===== config.mk =====
export PLATFORM = sky130hd
export DESIGN_NAME = mda_vram_fetch_flat
export DESIGN_NICKNAME = d
export VERILOG_FILES = /design/src/rtl/mda_vram_fetch_if.sv /design/src/rtl/mda_vram_fetch.sv /design/src/flat_wrapper.sv
export SDC_FILE = /design/constraint.sdc
export NUM_CORES = 1
export LEC_CHECK = 0
export ABC_CLOCK_PERIOD_IN_PS = 3100
export CORE_MARGIN = 2
export CORE_UTILIZATION = 48
export DETAILED_ROUTE_END_ITERATION = 10
export GPL_ROUTABILITY_DRIVEN = 0
export PLACE_DENSITY = 0.8
export SLEW_MARGIN = 20
export SYNTH_ARGS = -nofsm -noshare
export SYNTH_HDL_FRONTEND = slang
export SYNTH_SLANG_ARGS = --single-unit

===== constraint.sdc =====
create_clock -name clk -period 3.1 [get_ports clk]
set_input_delay 0.62 -clock clk [delete_from_list [all_inputs] [get_ports clk]]
set_output_delay 0.62 -clock clk [all_outputs]
set_load 0.02 [all_outputs]

===== src/rtl/mda_vram_fetch_if.sv =====
// CPU-side request/acknowledge bus into the MDA video RAM arbiter.
interface mda_vram_fetch_if #(
  parameter int VRAM_AW = 12
);
  logic               cpu_req;
  logic               cpu_we;
  logic [VRAM_AW-1:0] cpu_addr;
  logic [7:0]         cpu_wdata;
  logic [7:0]         cpu_rdata;
  logic               cpu_ack;

  modport master (
    output cpu_req, cpu_we, cpu_addr, cpu_wdata,
    input  cpu_rdata, cpu_ack
  );

  modport slave (
    input  cpu_req, cpu_we, cpu_addr, cpu_wdata,
    output cpu_rdata, cpu_ack
  );
endinterface


===== src/rtl/mda_vram_fetch.sv =====
// MDA video RAM timing master: 18-clock character sequence, video byte fetch
// and one CPU access slot per character.
module mda_vram_fetch #(
  parameter int VRAM_AW = 12,
  parameter int MA_W    = 11
) (
  input  logic               clk,
  input  logic               reset,
  input  logic [MA_W-1:0]    ma,
  output logic               crtc_clk,
  output logic [4:0]         clk_seq,
  output logic [7:0]         vram_data,
  output logic               vram_read_char,
  output logic               vram_read_att,
  output logic               charrom_read,
  output logic               disp_pipeline,
  output logic [VRAM_AW-1:0] ram_a,
  input  logic [7:0]         ram_din,
  output logic [7:0]         ram_dout,
  output logic               ram_oe,
  output logic               ram_we,
  mda_vram_fetch_if.slave    cpu
);

  localparam logic [4:0] SEQ_LAST = 5'd17;

  typedef enum logic [1:0] {CPU_IDLE, CPU_RD, CPU_WR} cpu_st_t;

  cpu_st_t            r_st, w_st_nxt;
  logic [4:0]         r_seq, w_seq_nxt;
  logic [MA_W-1:0]    r_ma_q, w_ma_src;
  logic [VRAM_AW-1:0] r_cpu_addr, w_addr_src;
  logic [VRAM_AW-1:0] r_ram_a, w_ram_a_nxt;
  logic               r_ram_oe, w_ram_oe_nxt;
  logic               r_ram_we;
  logic [7:0]         r_ram_dout, r_vram_data, r_cpu_rdata;
  logic               r_cpu_ack;
  logic               r_crtc, r_rd_char, r_rd_att, r_crom, r_disp;

  assign w_seq_nxt  = (r_seq == SEQ_LAST) ? 5'd0 : r_seq + 5'd1;
  // The registered address for slots 1 and 9 is formed in slots 0 and 8,
  // before ma / cpu_addr have landed in their holding registers.
  assign w_ma_src   = (r_seq == 5'd0) ? ma : r_ma_q;
  assign w_addr_src = (r_st == CPU_IDLE) ? cpu.cpu_addr : r_cpu_addr;

  always_comb begin
    w_st_nxt = r_st;
    case (r_st)
      CPU_IDLE: if (r_seq == 5'd8 && cpu.cpu_req)
                  w_st_nxt = cpu.cpu_we ? CPU_WR : CPU_RD;
      default:  if (r_seq == 5'd11)
                  w_st_nxt = CPU_IDLE;
    endcase
  end

  always_comb begin
    w_ram_a_nxt  = {r_ma_q, 1'b1};
    w_ram_oe_nxt = 1'b1;
    if (w_seq_nxt >= 5'd1 && w_seq_nxt <= 5'd3) begin
      w_ram_a_nxt = {w_ma_src, 1'b0};
    end else if (w_st_nxt != CPU_IDLE) begin
      w_ram_a_nxt  = w_addr_src;
      w_ram_oe_nxt = (w_st_nxt == CPU_RD);
    end
  end

  always_ff @(posedge clk or posedge reset) begin
    if (reset) begin
      r_st        <= CPU_IDLE;
      r_seq       <= 5'd0;
      r_ma_q      <= '0;
      r_cpu_addr  <= '0;
      r_ram_a     <= '0;
      r_ram_oe    <= 1'b1;
      r_ram_we    <= 1'b0;
      r_ram_dout  <= 8'h00;
      r_vram_data <= 8'h00;
      r_cpu_rdata <= 8'h00;
      r_cpu_ack   <= 1'b0;
      r_crtc      <= 1'b0;
      r_rd_char   <= 1'b0;
      r_rd_att    <= 1'b0;
      r_crom      <= 1'b0;
      r_disp      <= 1'b0;
    end else begin
      r_st      <= w_st_nxt;
      r_seq     <= w_seq_nxt;
      r_ram_a   <= w_ram_a_nxt;
      r_ram_oe  <= w_ram_oe_nxt;
      r_ram_we  <= (r_st == CPU_WR) && (r_seq == 5'd9);
      r_cpu_ack <= (r_st != CPU_IDLE) && (r_seq == 5'd11);
      r_crtc    <= (w_seq_nxt == 5'd0);
      r_rd_char <= (w_seq_nxt == 5'd4);
      r_rd_att  <= (w_seq_nxt == 5'd7);
      r_crom    <= (w_seq_nxt == 5'd9);
      r_disp    <= (w_seq_nxt == SEQ_LAST);
      if (r_seq == 5'd0)
        r_ma_q <= ma;
      if (r_st == CPU_IDLE && w_st_nxt != CPU_IDLE)
        r_cpu_addr <= cpu.cpu_addr;
      if (r_st == CPU_IDLE && w_st_nxt == CPU_WR)
        r_ram_dout <= cpu.cpu_wdata;
      if (r_seq == 5'd3 || r_seq == 5'd6)
        r_vram_data <= ram_din;
      if (r_st == CPU_RD && r_seq == 5'd11)
        r_cpu_rdata <= ram_din;
    end
  end

  assign clk_seq        = r_seq;
  assign crtc_clk       = r_crtc;
  assign vram_read_char = r_rd_char;
  assign vram_read_att  = r_rd_att;
  assign charrom_read   = r_crom;
  assign disp_pipeline  = r_disp;
  assign vram_data      = r_vram_data;
  assign ram_a          = r_ram_a;
  assign ram_oe         = r_ram_oe;
  assign ram_we         = r_ram_we;
  assign ram_dout       = r_ram_dout;
  assign cpu.cpu_rdata  = r_cpu_rdata;
  assign cpu.cpu_ack    = r_cpu_ack;

endmodule


===== src/flat_wrapper.sv =====
// flat-port wrapper written by rule: the top's interface ports become plain ports
module mda_vram_fetch_flat 
#(
  parameter int VRAM_AW = 12,
  parameter int MA_W    = 11
)
  (clk, reset, ma, crtc_clk, clk_seq, vram_data, vram_read_char, vram_read_att, charrom_read, disp_pipeline, ram_a, ram_din, ram_dout, ram_oe, ram_we, cpu_cpu_req, cpu_cpu_we, cpu_cpu_addr, cpu_cpu_wdata, cpu_cpu_rdata, cpu_cpu_ack);
  mda_vram_fetch_if #(.VRAM_AW(VRAM_AW)) cpu_i ();
  input  logic clk;
  input  logic reset;
  input  logic [MA_W-1:0] ma;
  output logic crtc_clk;
  output logic [4:0] clk_seq;
  output logic [7:0] vram_data;
  output logic vram_read_char;
  output logic vram_read_att;
  output logic charrom_read;
  output logic disp_pipeline;
  output logic [VRAM_AW-1:0] ram_a;
  input  logic [7:0] ram_din;
  output logic [7:0] ram_dout;
  output logic ram_oe;
  output logic ram_we;
  input wire logic [$bits(cpu_i.cpu_req)-1:0] cpu_cpu_req;
  input wire logic [$bits(cpu_i.cpu_we)-1:0] cpu_cpu_we;
  input wire logic [$bits(cpu_i.cpu_addr)-1:0] cpu_cpu_addr;
  input wire logic [$bits(cpu_i.cpu_wdata)-1:0] cpu_cpu_wdata;
  output wire logic [$bits(cpu_i.cpu_rdata)-1:0] cpu_cpu_rdata;
  output wire logic [$bits(cpu_i.cpu_ack)-1:0] cpu_cpu_ack;
  assign cpu_i.cpu_req = cpu_cpu_req;
  assign cpu_i.cpu_we = cpu_cpu_we;
  assign cpu_i.cpu_addr = cpu_cpu_addr;
  assign cpu_i.cpu_wdata = cpu_cpu_wdata;
  assign cpu_cpu_rdata = cpu_i.cpu_rdata;
  assign cpu_cpu_ack = cpu_i.cpu_ack;
  mda_vram_fetch #(.VRAM_AW(VRAM_AW), .MA_W(MA_W)) u_core (.clk(clk), .reset(reset), .ma(ma), .crtc_clk(crtc_clk), .clk_seq(clk_seq), .vram_data(vram_data), .vram_read_char(vram_read_char), .vram_read_att(vram_read_att), .charrom_read(charrom_read), .disp_pipeline(disp_pipeline), .ram_a(ram_a), .ram_din(ram_din), .ram_dout(ram_dout), .ram_oe(ram_oe), .ram_we(ram_we), .cpu(cpu_i));
endmodule

==> results.json, run 1 <==
{
  "timing.hold.ws_ns": 0.473,
  "synthTopCellsByArea": "dfrtp_1 54%, mux2_2 9.6%, mux2_4 7.1%",
  "hold_viol_final": 0,
  "diodes": 0,
  "die_area_sq_mm": 0.00775,
  "syn_area_sq_mm": 0.00339,
  "io_buffers": 91,
  "cts_root_buffer": "clkbuf_8",
  "ys_ff_latch": 74,
  "rr_worst_depth": 5,
  "seq_area_sq_mm": 0.00185,
  "relSlewSlack": 0.448,
  "seq_area_frac_synth": 0.546,
  "syn_inst": 265,
  "ys_types": 42,
  "fmax_mhz": 435,
  "setup_viol": 0,
  "total_power_mw": 2.21,
  "final.period_utilization": 0.742,
  "worstMarginPinSlew_ns": 0.828,
  "vias_per_cell": 5.03,
  "wl_met2_mm": 3.21,
  "avgSynthCellArea_sq_um": 12.8,
  "synth_edf_count": 0,
  "cp_cell_sequence": "ha_1 -> nand2_1 -> mux2i_1 -> o2111ai_2 -> mux2_2",
  "endpoint_kind": "flop",
  "dr.max_layer_used": "met4",
  "wirelength_mm": 7.09,
  "cts-hold-fix-buffers": 0,
  "min_path_cells": 2,
  "fillCellCount": 553,
  "critPathKind": "flop to flop",
  "ys.flop_type": "dfrtp_1",
  "numCtsBuffers": 9,
  "start_util": 0.496,
  "met1_length_mm": 3.25,
  "fin_tns_setup_ns": 0,
  "drive_gt1_frac": 0.216,
  "post_drt_wl_per_cell_microns": 15.5,
  "grt_pass1_vias": 2379,
  "report.final.slew_viol_count": 0,
  "synth_common_cells": "73 x dfrtp_1, 45 x nand2_1, 29 x mux2_2",
  "grt_max_degree": 75,
  "yosys.area.top_type_share": 0.539,
  "path_delay_family": "multiplexers",
  "syn_to_final_growth_pct": 36.3,
  "multiInputGateArea_sq_mm": 0.00141,
  "ys_warn_count": 0,
  "drt_iter0_drc": 106,
  "met3_length_microns": 447,
  "synth.largest_area_cell": "dfrtp_1",
  "cp_slowest_cell": "o2111ai_2",
  "cts_buffer_depth": 2,
  "clkSinkCount": 74,
  "cp.depth": 5,
  "critical_path_buf_inv_count": 0,
  "worstPathArrival_ns": 2.52,
  "antenna_found_initial": 0,
  "die_y_microns": 88.1,
  "place_hpwl_mm": 4.74,
  "min_period_ns": 2.30,
  "grt_usage": 0.192,
  "first_pass_iters": 4,
  "post_cts_buffers": 0,
  "synthesis.nets": 312,
  "maxCapViolations": 0,
  "crit_path_max_fanout": 13,
  "core_area_sq_mm": 0.00683,
  "cts_tree": "yes",
  "post_cts_resized": 0,
  "rsz0062_at_grt": "no",
  "synth_most_common_cell": "dfrtp_1",
  "gr-total-overflow": 0,
  "clock_latency_ns": 0.34,
  "hold_class": "flop to flop",
  "fin_skew_ns": 0.00722,
  "max_stage_delay_ns": 0.48,
  "htreeDepth": 3,
  "powerDensity_mw_per_mm2": 478,
  "ant_nets": 0,
  "drc": 0,
  "status": "completed",
  "grt_pass1_wl_mm": 11.4,
  "worst_setup_path_start_kind": "flop",
  "cts.clk_slew.worst_paths_ns": 0.08,
  "p_leak_nw": 2.00,
  "die_width_microns": 88.1,
  "num_rows": 30,
  "required_ns": 3.33,
  "async_reset_ff_frac": 1.00,
  "nNetsFinal": 403,
  "via_count": 2297,
  "vdd_ir_drop_max_v": 0.000245,
  "boundaryPins": 92
}
==> layer usage <==
layer / up-vias / GRT usage
met4: 0 / 0.103
met5: - / 0
met2: 80 / 0.295
li1: 1109 / -
met1: 1095 / 0.256
met3: 13 / 0.0424
==> logic make-up after synthesis <==
| family | Yosys count | synth area share |
|---|---|---|
| flip-flops | 74 | 0.546 |
| buffers and inverters | 23 | 0.0410 |
| adder cells (fa/ha/maj) | 4 | 0.0148 |
| XOR/XNOR | 1 | 0.00258 |
| AND/OR/NAND/NOR | 95 | 0.165 |
| multiplexers | 47 | 0.173 |
| AO/OA/AOI/OAI | 21 | 0.0565 |
==> worst reg2reg max path, cell delays in order, from the launching register on <==
cell and delay (ns):
dfrtp_1 0.47, ha_1 0.29, nand2_1 0.09, mux2i_1 0.40, o2111ai_2 0.48, mux2_2 0.46
==> flip-flops by register name, indices dropped and copies added, names as in the netlist <==
| name | cells |
|---|---|
| u_core.r_cpu_addr | 12 |
| u_core.cpu.cpu_ack | 1 |
| u_core.vram_data | 8 |
| u_core.ram_a | 12 |
| u_core.r_ma_q | 11 |
| u_core.r_st | 2 |
| u_core.vram_read_char | 1 |
| u_core.charrom_read | 1 |
| u_core.clk_seq | 5 |
| u_core.disp_pipeline | 1 |
| u_core.vram_read_att | 1 |
| u_core.ram_oe | 1 |
| u_core.ram_we | 1 |
| u_core.cpu.cpu_rdata | 8 |
| u_core.crtc_clk | 1 |
| u_core.ram_dout | 8 |
==> power breakdown <==
group          total [mW]  switching [mW]  internal [mW]
clock network       0.923           0.344          0.579
registers            1.04          0.0232           1.01
logic               0.248          0.0980          0.150
==> cell type report <==
class,instances,area share
clock buffer,12,0.0336
timing repair buffer,97,0.210
multi-input combinational,168,0.304
clock inverter,4,0.0211
sequential,74,0.401
tap,96,0.0260
inverter,6,0.00487
==> cell usage in the layout (no fill, tap or decap), types with 2 or more instances in the layout <==
cell type | Yosys | routed
mux2_2 | 29 | 29
a21oi_2 | 2 | 2
o21ai_0 | 3 | 3
mux2_4 | 16 | 16
buf_4 | 2 | 5
nand2_1 | 45 | 45
nor2_1 | 4 | 4
ha_1 | 4 | 4
inv_1 | 6 | 5
bufinv_16 | 0 | 3
o311a_1 | 11 | 11
dfrtp_1 | 73 | 73
clkdlybuf4s50_1 | 0 | 91
nor2b_1 | 2 | 2
nand3_1 | 2 | 2
nor3_1 | 2 | 2
nand2b_1 | 3 | 3
clkbuf_8 | 0 | 11
nand3b_1 | 22 | 22
==> through the flow <==
step           instances  instance area (sq um)  worst slack (ns)  utilization
6_report             457                   4620             0.800        0.677
4_1_cts              457                   4620             0.797        0.677
5_1_grt              457                   4620             0.633        0.677
2_1_floorplan        265                   3390             0.600            -
3_3_place_gp         441                   4370             0.670        0.640
3_5_place_dp         441                   4370             0.677        0.640
==> final timing paths <==
check	slack (ns)	startpoint	to
max reg2reg	0.80	u_core.clk_seq[0]$_DFF_PP0_	u_core.ram_a[2]$_DFF_PP0_
max	0.80	u_core.clk_seq[0]$_DFF_PP0_	u_core.ram_a[2]$_DFF_PP0_
max in group asynchronous	2.07	reset	u_core.ram_oe$_DFF_PP1_
min in group asynchronous	0.68	reset	u_core.ram_dout[1]$_DFFE_PP0P_
min	0.47	u_core.r_cpu_addr[5]$_DFFE_PP0P_	u_core.r_cpu_addr[5]$_DFFE_PP0P_
min reg2reg	0.47	u_core.r_cpu_addr[5]$_DFFE_PP0P_	u_core.r_cpu_addr[5]$_DFFE_PP0P_
(Power assumes the default switching activity.)
==> run 2, diff against run 1 <==
--- a/config.mk
+++ b/config.mk
@@ -5,12 +5,12 @@
 export SDC_FILE = /design/constraint.sdc
 export NUM_CORES = 1
 export LEC_CHECK = 0
-export ABC_CLOCK_PERIOD_IN_PS = 3100
+export ABC_CLOCK_PERIOD_IN_PS = 2100
 export CORE_MARGIN = 2
-export CORE_UTILIZATION = 48
+export CORE_UTILIZATION = 44
 export DETAILED_ROUTE_END_ITERATION = 10
 export GPL_ROUTABILITY_DRIVEN = 0
-export PLACE_DENSITY = 0.8
+export PLACE_DENSITY = 0.77
 export SLEW_MARGIN = 20
 export SYNTH_ARGS = -nofsm -noshare
 export SYNTH_HDL_FRONTEND = slang
==> constraint.sdc (replaced) <==
create_clock -name clk -period 2.1 [get_ports clk]
set_input_delay 0.42 -clock clk [delete_from_list [all_inputs] [get_ports clk]]
set_output_delay 0.42 -clock clk [all_outputs]
set_load 0.02 [all_outputs]
==> results.json, run 2 (synthesized netlist as in run 1, its figures left out) <==
{
  "endpoint_kind": "primary output",
  "ant_nets": 0,
  "setup_viol": 0,
  "num_rows": 32,
  "drc": 0,
  "gr-total-overflow": 0,
  "fillCellCount": 610,
  "start_util": 0.446,
  "crit_path_max_fanout": 7,
  "antenna_found_initial": 0,
  "vdd_ir_drop_max_v": 0.000428,
  "setup_slack_ns": 0.0783,
  "final.period_utilization": 0.963,
  "drt_iter0_drc": 95,
  "worstMarginPinSlew_ns": 0.551,
  "worstPathArrival_ns": 1.60,
  "worst_setup_path_start_kind": "flop",
  "grt_pass1_vias": 2468,
  "critPathKind": "flop to primary output",
  "grt_max_degree": 32,
  "place_hpwl_mm": 5.25,
  "clock_latency_ns": 0.34,
  "syn_to_final_growth_pct": 37.5,
  "powerDensity_mw_per_mm2": 624,
  "total_power_mw": 2.91,
  "min_period_ns": 2.02,
  "maxCapViolations": 0,
  "post_drt_wl_per_cell_microns": 15.6,
  "relSlewSlack": 0.633,
  "grt_usage": 0.189,
  "htreeDepth": 3,
  "die_width_microns": 91.8,
  "diodes": 0,
  "numCtsBuffers": 9,
  "via_count": 2399,
  "r2r_slack_ns": 0.14,
  "final_cell_mix": "91 x clkdlybuf4s50_1, 72 x dfrtp_1, 45 x nand2_1, 29 x mux2_2, 22 x nand3b_1",
  "wirelength_mm": 7.37,
  "die_y_microns": 91.8,
  "p_leak_nw": 2.03,
  "die_area_sq_mm": 0.00842,
  "nNetsFinal": 414,
  "cts_tree": "yes",
  "cts.clk_slew.worst_paths_ns": 0.07,
  "clkSinkCount": 74,
  "cts_root_buffer": "clkbuf_8",
  "core_area_sq_mm": 0.00761,
  "drive_gt1_frac": 0.242,
  "boundaryPins": 92,
  "status": "completed",
  "final_common_cell": "clkdlybuf4s50_1",
  "first_pass_iters": 4,
  "fin_skew_ns": 0.00853,
  "vias_per_cell": 5.06,
  "fmax_mhz": 495,
  "hold_viol_final": 0,
  "rsz0062_at_grt": "no",
  "grt_pass1_wl_mm": 12.3,
  "hold_class": "input pin to async pin",
  "required_ns": 1.68,
  "io_buffers": 91,
  "post-place-ws_ns": -0.0835,
  "report.final.slew_viol_count": 0,
  "cts_buffer_depth": 2
}
## run 2: changes by cell type in the layout (fill, tap and decap cells not counted), sizes merged
cell    delta
bufinv     -3
clkinv     +2
clkbuf     +2
inv        -1
buf       +11
## run 2: cell type report
class / instances / area [sq um] / area share
clock inverter: 2 / 10.0 / 0.00215
inverter: 6 / 26.3 / 0.00564
sequential: 74 / 1850 / 0.398
timing repair buffer: 108 / 1060 / 0.228
tap: 102 / 128 / 0.0274
multi-input combinational: 168 / 1410 / 0.302
clock buffer: 14 / 173 / 0.0370
## run 2: path summary, 6_finish.rpt
kind	from	end	depth (start not counted)
max in group asynchronous	reset	u_core.ram_oe$_DFF_PP1_	3
min in group clk	u_core.r_cpu_addr[1]$_DFFE_PP0P_	u_core.r_cpu_addr[1]$_DFFE_PP0P_	2
worst max register to register	u_core.clk_seq[1]$_DFF_PP0_	u_core.cpu.cpu_rdata[7]$_DFFE_PP0P_	4
worst max-delay path	u_core.clk_seq[4]$_DFF_PP0_	clk_seq[4]	2
worst min register to register	u_core.r_cpu_addr[1]$_DFFE_PP0P_	u_core.r_cpu_addr[1]$_DFFE_PP0P_	2
worst min-delay path	reset	u_core.ram_dout[7]$_DFFE_PP0P_	2
## run 2: report_power, final
group	switching [mW]	total [mW]	internal (mW)
clock network	0.479	1.00	0.523
registers	0.0361	1.53	1.50
logic	0.147	0.373	0.226
## run 2: critical path, cell delays in order, from the launching register on
cell and delay, ns:
dfrtp_1 0.46, buf_4 0.19, clkdlybuf4s50_1 0.61
## run 2: per-stage QoR
stage / util / setup TNS (ns) / hold slack [ns] / std cells / instance area [sq um]
2_1_floorplan: - / 0 / 0.437 / 265 / 3390
3_3_place_gp: 0.588 / -0.475 / 0.450 / 458 / 4480
3_5_place_dp: 0.588 / -0.767 / 0.454 / 458 / 4480
4_1_cts: 0.612 / 0 / 0.409 / 474 / 4660
5_1_grt: 0.613 / 0 / 0.427 / 474 / 4660
6_report: 0.613 / 0 / 0.413 / 474 / 4660
## run 2: layer usage
metal	wire, microns	up-vias	global-route usage
li1	-	1134	-
met1	3350	1173	0.253
met2	3540	85	0.301
met3	419	7	0.0419
met4	70	0	0.0721
met5	0	-	0
## run 2: what timing repair did
item	in CTS	in global routing
setup buffers	0	0
hold buffers	0	0
gates resized for setup	0	3
endpoints found under the setup margin	0	9
==> run 3, diff against run 2 <==
--- a/config.mk
+++ b/config.mk
@@ -7,10 +7,11 @@
 export LEC_CHECK = 0
 export ABC_CLOCK_PERIOD_IN_PS = 2100
 export CORE_MARGIN = 2
-export CORE_UTILIZATION = 44
+export CORE_UTILIZATION = 57
 export DETAILED_ROUTE_END_ITERATION = 10
+export DONT_BUFFER_PORTS = 1
 export GPL_ROUTABILITY_DRIVEN = 0
-export PLACE_DENSITY = 0.77
+export PLACE_DENSITY = 0.75
 export SLEW_MARGIN = 20
 export SYNTH_ARGS = -nofsm -noshare
 export SYNTH_HDL_FRONTEND = slang
==> results.json, run 3 (synthesized netlist as in run 1, its figures left out) <==
{
  "status": "completed",
  "final_cell_mix": "73 x dfrtp_1, 45 x nand2_1, 29 x mux2_2, 22 x nand3b_1, 16 x mux2_4",
  "cts_root_buffer": "clkbuf_8",
  "met3_length_microns": 519,
  "grt_pass1_vias": 2116,
  "rsz0062_at_grt": "no",
  "ant_nets": 0,
  "fin_tns_setup_ns": 0,
  "start_util": 0.580,
  "io_buffers": 0,
  "path_delay_family": "flip-flops",
  "post_cts_buffers": 0,
  "post-place-ws_ns": 0.172,
  "met1_length_mm": 2.73,
  "boundaryPins": 92,
  "grt_pass1_wl_mm": 10.4,
  "die_area_sq_mm": 0.00658,
  "maxCapViolations": 0,
  "wl_met2_mm": 3.19,
  "max_stage_delay_ns": 0.42,
  "seq_area_sq_mm": 0.00185,
  "dr.max_layer_used": "met4",
  "grt_usage": 0.213,
  "drt_iter0_drc": 89,
  "final_common_cell": "dfrtp_1",
  "cts_buffer_depth": 2,
  "crit_path_max_fanout": 13,
  "cts-hold-fix-buffers": 0,
  "worstMarginPinSlew_ns": 0.578,
  "grt_max_degree": 50,
  "vdd_ir_drop_max_v": 0.000530,
  "antenna_found_initial": 0,
  "rr_worst_depth": 7,
  "crit_start": "u_core.clk_seq[1]$_DFF_PP0_",
  "cts_tree": "yes",
  "num_rows": 28,
  "required_ns": 2.32,
  "relSlewSlack": 0.614,
  "cp.depth": 7,
  "multiInputGateArea_sq_mm": 0.00141,
  "critPathKind": "flop to flop",
  "die_width_microns": 81.1,
  "setup_slack_ns": 0.152,
  "report.final.slew_viol_count": 0,
  "htreeDepth": 3,
  "core_area_sq_mm": 0.00585,
  "vias_per_cell": 5.71,
  "diodes": 0,
  "cp_cell_sequence": "inv_1 -> ha_1 -> and3b_1 -> o21a_1 -> o2111ai_2 -> buf_4 -> mux2_2",
  "wirelength_mm": 6.58,
  "nNetsFinal": 321,
  "fmax_mhz": 513,
  "gr-total-overflow": 0,
  "r2r_start": "u_core.clk_seq[1]$_DFF_PP0_",
  "place_hpwl_mm": 4.51,
  "setup_viol": 0,
  "drive_gt1_frac": 0.315,
  "clock_latency_ns": 0.33,
  "syn_to_final_growth_pct": 11.1,
  "first_pass_iters": 5,
  "post_drt_wl_per_cell_microns": 18.6,
  "fillCellCount": 443,
  "min_period_ns": 1.95,
  "crit_path_end": "u_core.ram_a[9]$_DFF_PP0_",
  "powerDensity_mw_per_mm2": 817,
  "p_leak_nw": 1.70,
  "post_cts_resized": 0,
  "cp_slowest_cell": "dfrtp_1",
  "critical_path_buf_inv_count": 2,
  "fin_skew_ns": 0.00514,
  "hold_viol_final": 0,
  "numCtsBuffers": 9,
  "die_y_microns": 81.1,
  "drc": 0,
  "cts.clk_slew.worst_paths_ns": 0.07,
  "clkSinkCount": 74,
  "final.period_utilization": 0.928,
  "worstPathArrival_ns": 2.16,
  "r2r_slack_ns": 0.15,
  "via_count": 2023,
  "worst_setup_path_start_kind": "flop",
  "hold_class": "input pin to async pin",
  "timing.rr.end": "u_core.ram_a[9]$_DFF_PP0_",
  "endpoint_kind": "flop"
}
-- run 3: layout make-up --
cell class,count,area share
flip-flops and latches,74,0.492
multi-input cells,168,0.373
clock buffers,11,0.0402
repair buffers,15,0.0365
clock inverters,5,0.0266
well taps,75,0.0249
inverters,6,0.00697
-- run 3: worst min path at each step --
stage	endpoint	slack [ns]	depth (start not counted)
after floorplan	u_core.r_cpu_addr[10]$_DFFE_PP0P_	0.44	2
after global placement	u_core.ram_dout[2]$_DFFE_PP0P_	0.38	1
after detailed placement	u_core.ram_dout[2]$_DFFE_PP0P_	0.38	1
after CTS	u_core.cpu.cpu_rdata[4]$_DFFE_PP0P_	0.02	1
after global routing	u_core.cpu.cpu_rdata[4]$_DFFE_PP0P_	0.05	1
final	u_core.cpu.cpu_rdata[4]$_DFFE_PP0P_	0.01	1
-- run 3: worst reg2reg max path: cells and delay by family (launching register included) --
family,cells,cell delay [ns]
adders and majority gates,1,0.24
and+or+nand+nor,1,0.18
buffers and inverters,2,0.34
DFF,1,0.42
AOI/OAI and AO/OA,2,0.30
muxes,1,0.37
-- run 3: stage by stage --
stage | instance area [sq um] | cells | util | hold slack [ns] | total power [mW]
after global placement | 3520 | 338 | 0.601 | 0.377 | 1.75
final | 3770 | 354 | 0.644 | 0.0107 | 3.08
after global routing | 3770 | 354 | 0.644 | 0.0498 | 3.20
after floorplan | 3390 | 265 | - | 0.437 | 1.72
after detailed placement | 3520 | 338 | 0.601 | 0.380 | 1.76
after CTS | 3770 | 354 | 0.644 | 0.0170 | 3.11
-- run 3: layer usage --
metal / track usage / vias up
li1: - / 949
met1: 0.252 / 985
met2: 0.350 / 78
met3: 0.0700 / 11
met4: 0.100 / 0
met5: 0 / -
-- run 3: power by group --
| group | total, mW | switching [mW] | internal [mW] |
|---|---|---|---|
| clock | 1.35 | 0.502 | 0.850 |
| sequential | 1.59 | 0.0980 | 1.50 |
| combinational | 0.134 | 0.0526 | 0.0810 |
